### config.mk
export PLATFORM = sky130hd
export DESIGN_NAME = serial_paralelo_flat
export DESIGN_NICKNAME = d
export VERILOG_FILES = /design/src/rtl/serial_paralelo_if.sv /design/src/rtl/serial_paralelo.sv /design/src/flat_wrapper.sv
export SDC_FILE = /design/constraint.sdc
export NUM_CORES = 1
export LEC_CHECK = 0
export ABC_AREA = 1
export CORE_MARGIN = 3
export CORE_UTILIZATION = 45
export CTS_CLUSTER_DIAMETER = 80
export DETAILED_ROUTE_END_ITERATION = 7
export PLACE_DENSITY = 0.71
export SETUP_SLACK_MARGIN = 0.3
export SLEW_MARGIN = 0
export SYNTH_ARGS = -nofsm -noshare
export SYNTH_HDL_FRONTEND = slang
export SYNTH_SLANG_ARGS = --single-unit
### constraint.sdc
create_clock -name clk -period 4 [get_ports clk]
set_input_delay 0.8 -clock clk [delete_from_list [all_inputs] [get_ports clk]]
set_output_delay 0.8 -clock clk [all_outputs]
set_load 0.05 [all_outputs]
### src/rtl/serial_paralelo_if.sv
// serial_paralelo_if: serial bit in, aligned 10-bit words and status out.
interface serial_paralelo_if;
    logic       entrada;
    logic [9:0] salidas;
    logic       valido;
    logic       es_coma;
    logic       alineado;

    modport master (output entrada, input salidas, valido, es_coma, alineado);
    modport slave  (input entrada, output salidas, valido, es_coma, alineado);
endinterface

### src/rtl/serial_paralelo.sv
// serial_paralelo: LSB-first 10-bit deserializer that aligns on K28.5 commas of either disparity
module serial_paralelo #(
    parameter logic [9:0] COMA            = 10'h17C,
    parameter int         UMBRAL_REALINEO = 3
) (
    input logic              clk,
    input logic              reset_L,
    serial_paralelo_if.slave bus
);
    typedef enum logic {BUSCANDO, ALINEADO} estado_t;
    localparam logic [2:0] UMBRAL = 3'(UMBRAL_REALINEO);

    estado_t    estado_q, estado_d;
    logic [9:0] ventana_q, salidas_q, salidas_d, sig;
    logic [3:0] fase_q, fase_d;
    logic [2:0] cnt_fuera_q, cnt_fuera_d;
    logic       valido_q, valido_d, es_coma_q, es_coma_d;
    logic       coma_det, frontera, captura, alin;

    assign sig      = {bus.entrada, ventana_q[9:1]};
    assign coma_det = (sig == COMA) || (sig == ~COMA);
    assign alin     = estado_q == ALINEADO;
    assign frontera = alin && fase_q == 4'd9;
    // acquisition and threshold realignment take identical actions
    assign captura  = coma_det && !frontera && (!alin || cnt_fuera_q + 3'd1 == UMBRAL);

    always_comb begin
        estado_d    = captura ? ALINEADO : estado_q;
        salidas_d   = (captura || frontera) ? sig : salidas_q;
        valido_d    = captura || frontera;
        es_coma_d   = captura ? 1'b1 : frontera ? coma_det : es_coma_q;
        fase_d      = (captura || frontera) ? 4'd0 : alin ? fase_q + 4'd1 : fase_q;
        cnt_fuera_d = (captura || (frontera && coma_det)) ? 3'd0 :
                      (alin && coma_det) ? cnt_fuera_q + 3'd1 : cnt_fuera_q;
    end

    always_ff @(posedge clk or negedge reset_L) begin
        if (!reset_L) begin
            estado_q    <= BUSCANDO;
            ventana_q   <= '0;
            salidas_q   <= '0;
            valido_q    <= 1'b0;
            es_coma_q   <= 1'b0;
            fase_q      <= '0;
            cnt_fuera_q <= '0;
        end else begin
            estado_q    <= estado_d;
            ventana_q   <= sig;
            salidas_q   <= salidas_d;
            valido_q    <= valido_d;
            es_coma_q   <= es_coma_d;
            fase_q      <= fase_d;
            cnt_fuera_q <= cnt_fuera_d;
        end
    end

    assign bus.salidas  = salidas_q;
    assign bus.valido   = valido_q;
    assign bus.es_coma  = es_coma_q;
    assign bus.alineado = alin;
endmodule
### src/flat_wrapper.sv
// flat-port wrapper written by rule: the top's interface ports become plain ports
module serial_paralelo_flat 
#(
    parameter logic [9:0] COMA            = 10'h17C,
    parameter int         UMBRAL_REALINEO = 3
)
  (clk, reset_L, bus_entrada, bus_salidas, bus_valido, bus_es_coma, bus_alineado);
  serial_paralelo_if bus_i ();
  input logic clk;
  input logic reset_L;
  input wire logic [$bits(bus_i.entrada)-1:0] bus_entrada;
  output wire logic [$bits(bus_i.salidas)-1:0] bus_salidas;
  output wire logic [$bits(bus_i.valido)-1:0] bus_valido;
  output wire logic [$bits(bus_i.es_coma)-1:0] bus_es_coma;
  output wire logic [$bits(bus_i.alineado)-1:0] bus_alineado;
  assign bus_i.entrada = bus_entrada;
  assign bus_salidas = bus_i.salidas;
  assign bus_valido = bus_i.valido;
  assign bus_es_coma = bus_i.es_coma;
  assign bus_alineado = bus_i.alineado;
  serial_paralelo #(.COMA(COMA), .UMBRAL_REALINEO(UMBRAL_REALINEO)) u_core (.clk(clk), .reset_L(reset_L), .bus(bus_i));
endmodule
==> impl_metrics.json, run 1 <==
{
  "wire_per_inst_um": 12.18,
  "yosys_warnings": 0,
  "cp_top_family": "buffers and inverters",
  "p_sw_share_pct": 26.59,
  "drc_errors": 0,
  "cts_resized": 0,
  "syn_nets": 137,
  "dp_slack_ns": 1.728,
  "arrival_ns": 1.70,
  "area_growth_pct": 17.97,
  "startpoint_type": "flip-flop",
  "whs_ns": 0.4338,
  "grt_start_max_net_pins": 30,
  "maxClockFrequency_mhz": 399.4,
  "vias_per_cell": 4.989,
  "clkTransAtPathRegs_ns": 0.08,
  "gr-total-overflow": 0,
  "status": "finished, final reports clean",
  "critical_path.max_fanout": 9,
  "clockBufferDepth": 2,
  "grt_pass1_wl_um": 3850,
  "slew_violations": 0,
  "wl_met3_um": 95,
  "numCtsBuffers": 5,
  "cp-end-kind": "output pin",
  "tightest_slew_ns": 0.5037,
  "coreArea_mm2": 0.002545,
  "yosysSeqAreaShare_pct": 58.88,
  "place.gp.congestion": 0.8123,
  "dieHeight_um": 58.33,
  "htreeDepth": 2,
  "diodes": 0,
  "rows": 18,
  "period_share_pct": 62.59,
  "dieArea_mm2": 0.003402,
  "async_flop_share_pct": 100.0,
  "max_stage_delay_ns": 0.86,
  "final_common_cell": "nand2_1",
  "synth_enable_flop_cells": 0,
  "p_leak_nw": 0.7268,
  "clock_latency_ns": 0.32,
  "grtUsageTotal_pct": 15.40,
  "setup-tns-final_ns": 0,
  "io_pins": 16,
  "synthFlopType": "dfrtp_1",
  "crit_path_cell_trace": "clkdlybuf4s50_1",
  "final-hold-violation-count": 0,
  "routed.top_layer": "met4",
  "setup_violations": 0,
  "drive_gt1_share_pct": 8.725,
  "min_period_ns": 2.504,
  "layout_setup_ws_ns": 1.496,
  "m1WireLength_um": 940,
  "p_sw_mw": 0.1493,
  "pwr-share-comb_pct": 12.6,
  "wl_um": 2180,
  "drt_first_pass_iters": 4,
  "synth_seq_cells": 29,
  "grt_setup_unrepaired": "false",
  "slew_headroom_pct": 66.31,
  "p_seq_share_pct": 56.5,
  "synth_cell_types": 20,
  "drt_iter0_drc": 27,
  "nets": 156,
  "wl_met2_um": 1097,
  "cp_slowest_cell": "clkdlybuf4s50_1",
  "num_vias": 893,
  "crit_buf_inv": 1,
  "fin_worst_skew_ns": 0.006374,
  "mostFrequentLayoutCells": "nand2_1 (41), dfrtp_1 (29), nand3_1 (15), clkdlybuf4s50_1 (15), inv_1 (12)",
  "post_cts_buffers": 0,
  "hpwl_um": 1585,
  "synthCells": 130,
  "ant_nets": 0,
  "maxCapViolations": 0,
  "grt_pass1_vias": 905,
  "power_density_mw_per_mm2": 386.3,
  "critPathKind": "reg2out",
  "port_buffers": 15,
  "cts_tree": "done",
  "cts_hold_buf": 0,
  "grt_antenna_before_repair": 0,
  "clock_sinks": 29,
  "ir_worst_vdd_mv": 0.3182,
  "final_core_util_pct": 57.13,
  "power_frac_clock_pct": 30.9,
  "cts_root_buf": "clkbuf_4",
  "cp.required_ns": 3.20,
  "power.internal_mw": 0.4123,
  "nFillCells": 221,
  "worstHoldPathType": "reg2reg",
  "syn_area_mm2": 0.001232,
  "dieWidth_um": 58.33,
  "start_util_pct": 48.43,
  "avgSynthCellArea_um2": 9.480
}
==> cells in the mapped netlist (2+ instances only) <==
cell type	count	share of area [%]
nand2_1	41	12
dfrtp_1	29	59
nand3_1	15	6.1
inv_1	12	3.7
nor2_1	8	2.4
ha_1	4	4.1
nand2_4	3	2.7
nand4_1	3	1.5
a21oi_1	2	0.81
buf_2	2	0.81
o21ai_0	2	0.81
==> power groups by stage <==
stage | sequential [mW] | clock (mW) | combinational, mW
floorplan | 0.341 | 0 | 0.0271
global placement | 0.323 | 0 | 0.0703
finish | 0.317 | 0.174 | 0.0707
detailed placement | 0.323 | 0 | 0.0719
CTS | 0.317 | 0.182 | 0.0722
global route | 0.320 | 0.196 | 0.0782
==> registers in the layout, indices dropped and copies added, names as in the netlist <==
name	flops
u_core.cnt_fuera_q	3
u_core.bus.valido	1
u_core.bus.salidas	10
u_core.ventana_q	9
u_core.bus.alineado	1
u_core.fase_q	4
u_core.bus.es_coma	1
==> through the flow <==
step / total power, mW / instances / instance area (um^2)
2_1_floorplan: 0.3683 / 130 / 1232
4_1_cts: 0.5710 / 179 / 1454
3_5_place_dp: 0.3950 / 172 / 1399
3_3_place_gp: 0.3931 / 172 / 1399
6_report: 0.5616 / 179 / 1454
5_1_grt: 0.5935 / 179 / 1454
==> per-layer routing <==
layer  GRT usage [%]  vias to the layer above
met3           6.798                        7
met5               0                        -
met1           17.71                      424
li1                -                      450
met2           23.92                       12
met4           8.609                        0
==> path summary, 6_finish.rpt <==
path / startpoint / to / slack (ns) / cells after the start
worst max-delay path: u_core.bus.alineado / bus_alineado / 1.50 / 1
worst min-delay path: u_core.ventana_q[4] / u_core.ventana_q[3] / 0.43 / 0
max in group asynchronous: reset_L / u_core.ventana_q[4] / 2.89 / 2
min in group asynchronous: reset_L / u_core.cnt_fuera_q[2] / 0.85 / 2
worst max register to register: u_core.fase_q[1] / u_core.bus.salidas[1] / 2.34 / 8
worst min register to register: u_core.ventana_q[4] / u_core.ventana_q[3] / 0.43 / 0
==> final cells by class <==
class | instances | area (um^2) | area share [%]
clock buffers | 7 | 55.05 | 3.787
repair buffers | 16 | 157.7 | 10.84
inverters | 12 | 45.04 | 3.098
flip-flops and latches | 29 | 725.7 | 49.91
multi-input cells | 85 | 432.9 | 29.78
well taps | 30 | 37.54 | 2.582
==> kinds of logic (layout without fill, tap and decap cells) <==
logic type                 Yosys count  in the layout  synth area share [%]
buffers and inverters               16             35                 5.990
xor gates and xnor gates             1              1                0.7108
DFF                                 29             29                 58.88
adders and majority gates            4              4                 4.061
AOI/OAI and AO/OA                    6              6                 2.741
and+or+nand+nor                     74             74                 27.61
(Power assumes the default switching activity.)
==> run 2, diff against run 1 <==
Clock period 4 ns to 2.32 ns, I/O delays scaled along.
==> impl_metrics.json, run 2 (synthesized netlist as in run 1, its figures left out) <==
{
  "status": "finished, final reports clean",
  "diodes": 0,
  "tightest_slew_ns": 0.5226,
  "arrival_ns": 1.49,
  "slew_violations": 0,
  "dieWidth_um": 58.33,
  "drt_iter0_drc": 11,
  "crit_path_cell_trace": "clkdlybuf4s50_1",
  "ant_nets": 0,
  "final_common_cell": "nand2_1",
  "mostFrequentLayoutCells": "nand2_1 (41), dfrtp_1 (29), nand3_1 (15)",
  "grt_pass1_vias": 875,
  "cp-end-kind": "output pin",
  "min_period_ns": 1.956,
  "hpwl_um": 1581,
  "crit_buf_inv": 1,
  "clkTransAtPathRegs_ns": 0.08,
  "fin_worst_skew_ns": 0.009748,
  "clock_sinks": 29,
  "critPathKind": "reg2out",
  "cp_slowest_cell": "clkdlybuf4s50_1",
  "vias_per_cell": 5.000,
  "place.gp.congestion": 0.7607,
  "maxCapViolations": 0,
  "wl_um": 2153,
  "port_buffers": 15,
  "start_util_pct": 48.43,
  "whs_ns": 0.4264,
  "power_density_mw_per_mm2": 663.6,
  "numCtsBuffers": 5,
  "ir_worst_vdd_mv": 0.5325,
  "nets": 156,
  "gr-total-overflow": 0,
  "cts_tree": "done",
  "coreArea_mm2": 0.002545,
  "clock_latency_ns": 0.32,
  "grt_pass1_wl_um": 3967,
  "clockBufferDepth": 2,
  "htreeDepth": 2,
  "cts_root_buf": "clkbuf_4",
  "setup-tns-final_ns": 0,
  "p_leak_nw": 0.7338,
  "cp.required_ns": 1.86,
  "worstHoldPathType": "reg2reg",
  "dp_cells": 172,
  "dieArea_mm2": 0.003402,
  "cts_hold_buf": 0,
  "drt_first_pass_iters": 3,
  "io_pins": 16,
  "maxClockFrequency_mhz": 511.3,
  "setup_violations": 0,
  "grtUsageTotal_pct": 15.78,
  "grt_start_max_net_pins": 30,
  "max_stage_delay_ns": 0.81,
  "startpoint_type": "flip-flop",
  "rows": 18,
  "cp_top_family": "buffers and inverters",
  "wire_per_inst_um": 12.03,
  "area_growth_pct": 18.07,
  "slew_headroom_pct": 65.08,
  "largest_reg_flops": 10,
  "post_layout_nonfiller_instances": 179,
  "grt_setup_unrepaired": "false",
  "num_vias": 895,
  "drive_gt1_share_pct": 8.725,
  "grt_antenna_before_repair": 0,
  "final_core_util_pct": 57.18,
  "critical_path.max_fanout": 2,
  "drc_errors": 0,
  "dieHeight_um": 58.33,
  "final-hold-violation-count": 0,
  "period_share_pct": 84.30
}
-- run 2: cell count changes in the layout (fill, tap and decap cells not counted), sizes merged --
cell,change
dlymetal6s2s,+1
dlygate4sd2,+1
clkdlybuf4s50,-2
-- run 2: report_power, final --
part / switching [mW] / total (mW) / internal (mW)
sequential: 0.0171 / 0.547 / 0.529
clock: 0.153 / 0.296 / 0.143
combinational: 0.0841 / 0.123 / 0.0390
total: 0.255 / 0.966 / 0.711
-- run 2: through the flow --
step | cell area (um^2) | power [mW] | setup slack (ns)
6_report | 1455 | 0.9657 | 0.3643
5_1_grt | 1455 | 1.016 | 0.3094
4_1_cts | 1453 | 0.9811 | 0.3445
3_5_place_dp | 1399 | 0.6817 | 0.3852
3_3_place_gp | 1399 | 0.6775 | 0.4322
2_1_floorplan | 1232 | 0.6349 | 0.8158
-- run 2: worst paths after layout --
path | from | endpoint | slack (ns) | depth (start not counted)
min in group asynchronous | reset_L | u_core.cnt_fuera_q[0] | 0.52 | 2
max | u_core.bus.salidas[4] | bus_salidas[4] | 0.36 | 1
max reg2reg | u_core.fase_q[1] | u_core.bus.salidas[0] | 0.66 | 8
min | u_core.ventana_q[2] | u_core.ventana_q[1] | 0.43 | 0
min reg2reg | u_core.ventana_q[2] | u_core.ventana_q[1] | 0.43 | 0
max in group asynchronous | reset_L | u_core.bus.salidas[7] | 1.53 | 2
-- run 2: area by class of cell --
| type | count | area, um^2 |
|---|---|---|
| inverters | 12 | 45.04 |
| multi-input cells | 85 | 432.9 |
| well taps | 30 | 37.54 |
| fillers | 230 | 1090 |
| flip-flops and latches | 29 | 725.7 |
| clock buffers | 7 | 55.05 |
| repair buffers | 16 | 158.9 |
-- run 2: layer usage --
metal | global-route usage [%] | vias up | wire (um)
met2 | 23.76 | 10 | 1075
met3 | 5.921 | 7 | 88
met5 | 0 | - | 0
met4 | 6.954 | 0 | 38
met1 | 20.35 | 428 | 950
li1 | - | 450 | -
-- run 2: repair_timing --
action | in CTS | in global routing
endpoints found under the hold margin | 0 | 0
endpoints found under the setup margin | 1 | 1
setup buffers | 0 | 0
resized for setup | 1 | 1
==> run 3, diff against run 2 <==
Clock period 2.32 ns to 1.86 ns, I/O delays scaled along.
==> impl_metrics.json, run 3 (synthesized netlist as in run 1, its figures left out) <==
{
  "status": "finished, final reports clean",
  "dp_cells": 172,
  "timing.rr.end": "u_core.bus.salidas[1]",
  "rows": 18,
  "min_period_ns": 1.506,
  "drc_errors": 0,
  "slew_violations": 0,
  "nets": 163,
  "io_pins": 16,
  "gr-total-overflow": 0,
  "critical_path.max_fanout": 1,
  "final_common_cell": "nand2_1",
  "fin_worst_skew_ns": 0.01611,
  "numCtsBuffers": 5,
  "setup-tns-final_ns": 0,
  "cp-end-kind": "output pin",
  "cp_slowest_cell": "clkdlybuf4s15_1",
  "worstHoldPathType": "in2reg",
  "wire_per_inst_um": 13.06,
  "maxClockFrequency_mhz": 664.1,
  "num_vias": 940,
  "startpoint_type": "flip-flop",
  "largest_reg_flops": 10,
  "place.gp.congestion": 0.7584,
  "htreeDepth": 2,
  "whs_ns": 0.2463,
  "dieWidth_um": 58.33,
  "hpwl_um": 1612,
  "drt_iter0_drc": 27,
  "grt_setup_unrepaired": "false",
  "port_buffers": 15,
  "tightest_slew_ns": 0.4763,
  "grt_pass1_vias": 912,
  "cts_root_buf": "clkbuf_4",
  "rrSetupSlack_ns": 0.41,
  "p_leak_nw": 0.7969,
  "diodes": 0,
  "grt_pass1_wl_um": 4146,
  "area_growth_pct": 24.16,
  "ir_worst_vdd_mv": 0.6374,
  "clock_latency_ns": 0.33,
  "cts_tree": "done",
  "clockBufferDepth": 2,
  "cp_top_family": "buffers and inverters",
  "coreArea_mm2": 0.002545,
  "grtUsageTotal_pct": 16.29,
  "drt_first_pass_iters": 5,
  "cp.required_ns": 1.49,
  "dieHeight_um": 58.33,
  "ant_nets": 0,
  "dieArea_mm2": 0.003402,
  "final-hold-violation-count": 0,
  "start_util_pct": 48.43,
  "crit_buf_inv": 1,
  "period_share_pct": 80.95,
  "drive_gt1_share_pct": 26.75,
  "reg2reg_depth": 8,
  "crit_path_cell_trace": "clkdlybuf4s15_1",
  "setup_violations": 0,
  "slew_headroom_pct": 68.37,
  "vias_per_cell": 5.027,
  "mostFrequentLayoutCells": "nand2_1 (38), dfrtp_1 (27), buf_4 (19)",
  "hold_path_depth": 1,
  "holdPathEnd": "u_core.ventana_q[9]",
  "clkTransAtPathRegs_ns": 0.09,
  "maxCapViolations": 0,
  "grt_start_max_net_pins": 30,
  "max_stage_delay_ns": 0.48,
  "min_from": "bus_entrada",
  "power_density_mw_per_mm2": 831.7,
  "nFillCells": 228,
  "r2r-start": "u_core.fase_q[0]",
  "wl_um": 2442,
  "grt_antenna_before_repair": 0,
  "critPathKind": "reg2out",
  "final_core_util_pct": 60.13,
  "clock_sinks": 29,
  "post_layout_nonfiller_instances": 187,
  "arrival_ns": 1.13
}
## run 3: cell count changes in the layout (fill, tap and decap cells not counted), sizes merged
cell           previous run  this run
buf                       1        20
dlygate4sd2               1         0
clkinv                    0         1
clkdlybuf4s50            13         1
clkdlybuf4s15             0         1
## run 3: worst reg2reg max path, cell delays in order (launching register included)
cell and delay [ns]:
dfrtp_2 0.45, ha_1 0.20, inv_1 0.09, nor2_4 0.06
o21ai_2 0.16, nand2_4 0.10, buf_4 0.16, nand3_1 0.06
nand2_1 0.06
## run 3: final cells by class
| cell class | instances | area, um^2 | area share [%] |
|---|---|---|---|
| sequential | 29 | 728.2 | 47.59 |
| multi-input combinational | 85 | 462.9 | 30.25 |
| timing repair buffer | 23 | 186.4 | 12.18 |
| clock buffer | 7 | 65.06 | 4.252 |
| inverter | 12 | 45.04 | 2.944 |
| tap | 30 | 37.54 | 2.453 |
| clock inverter | 1 | 5.005 | 0.3271 |
## run 3: report_power, final
| part | switching, mW | internal (mW) | total [mW] |
|---|---|---|---|
| sequential | 0.0237 | 0.660 | 0.684 |
| combinational | 0.108 | 0.0485 | 0.157 |
| clock | 0.213 | 0.219 | 0.432 |
## run 3: how the worst max path moves through the flow
| stage | startpoint | endpoint | slack (ns) | cells past startpoint |
|---|---|---|---|---|
| after floorplan | u_core.bus.alineado | u_core.cnt_fuera_q[0] | 0.36 | 5 |
| after global placement | bus_entrada | u_core.bus.salidas[4] | 0.07 | 9 |
| after detailed placement | bus_entrada | u_core.bus.salidas[4] | 0.03 | 9 |
| after CTS | u_core.bus.valido | bus_valido | 0.31 | 1 |
| after global routing | u_core.bus.valido | bus_valido | 0.30 | 1 |
| final | u_core.bus.valido | bus_valido | 0.35 | 1 |
## run 3: timing repair
| action | CTS | global route |
|---|---|---|
| setup buffers | 0 | 7 |
| pin swaps | 0 | 3 |
| resized for setup | 2 | 12 |
| hold buffers | 0 | 0 |
| setup endpoints to repair | 14 | 18 |
## run 3: per-layer routing
layer  wire length [um]  part of all wire, %  global-route usage (%)  up-vias
met5                  0                    0                       0        -
met4                 36                  1.5                   5.960        0
met3                103                  4.2                   5.921        7
met2               1222                   50                   25.68       18
met1               1079                   44                   20.64      448
li1                   -                    -                       -      467
## run 3: metrics by stage
stage / power, mW / cell area (um^2) / setup WS (ns)
after global routing: 1.331 / 1530 / 0.3024
after CTS: 1.274 / 1440 / 0.3086
after floorplan: 0.7920 / 1232 / 0.3558
final: 1.273 / 1530 / 0.3543
after detailed placement: 0.8455 / 1369 / 0.02763
after global placement: 0.8413 / 1369 / 0.07418
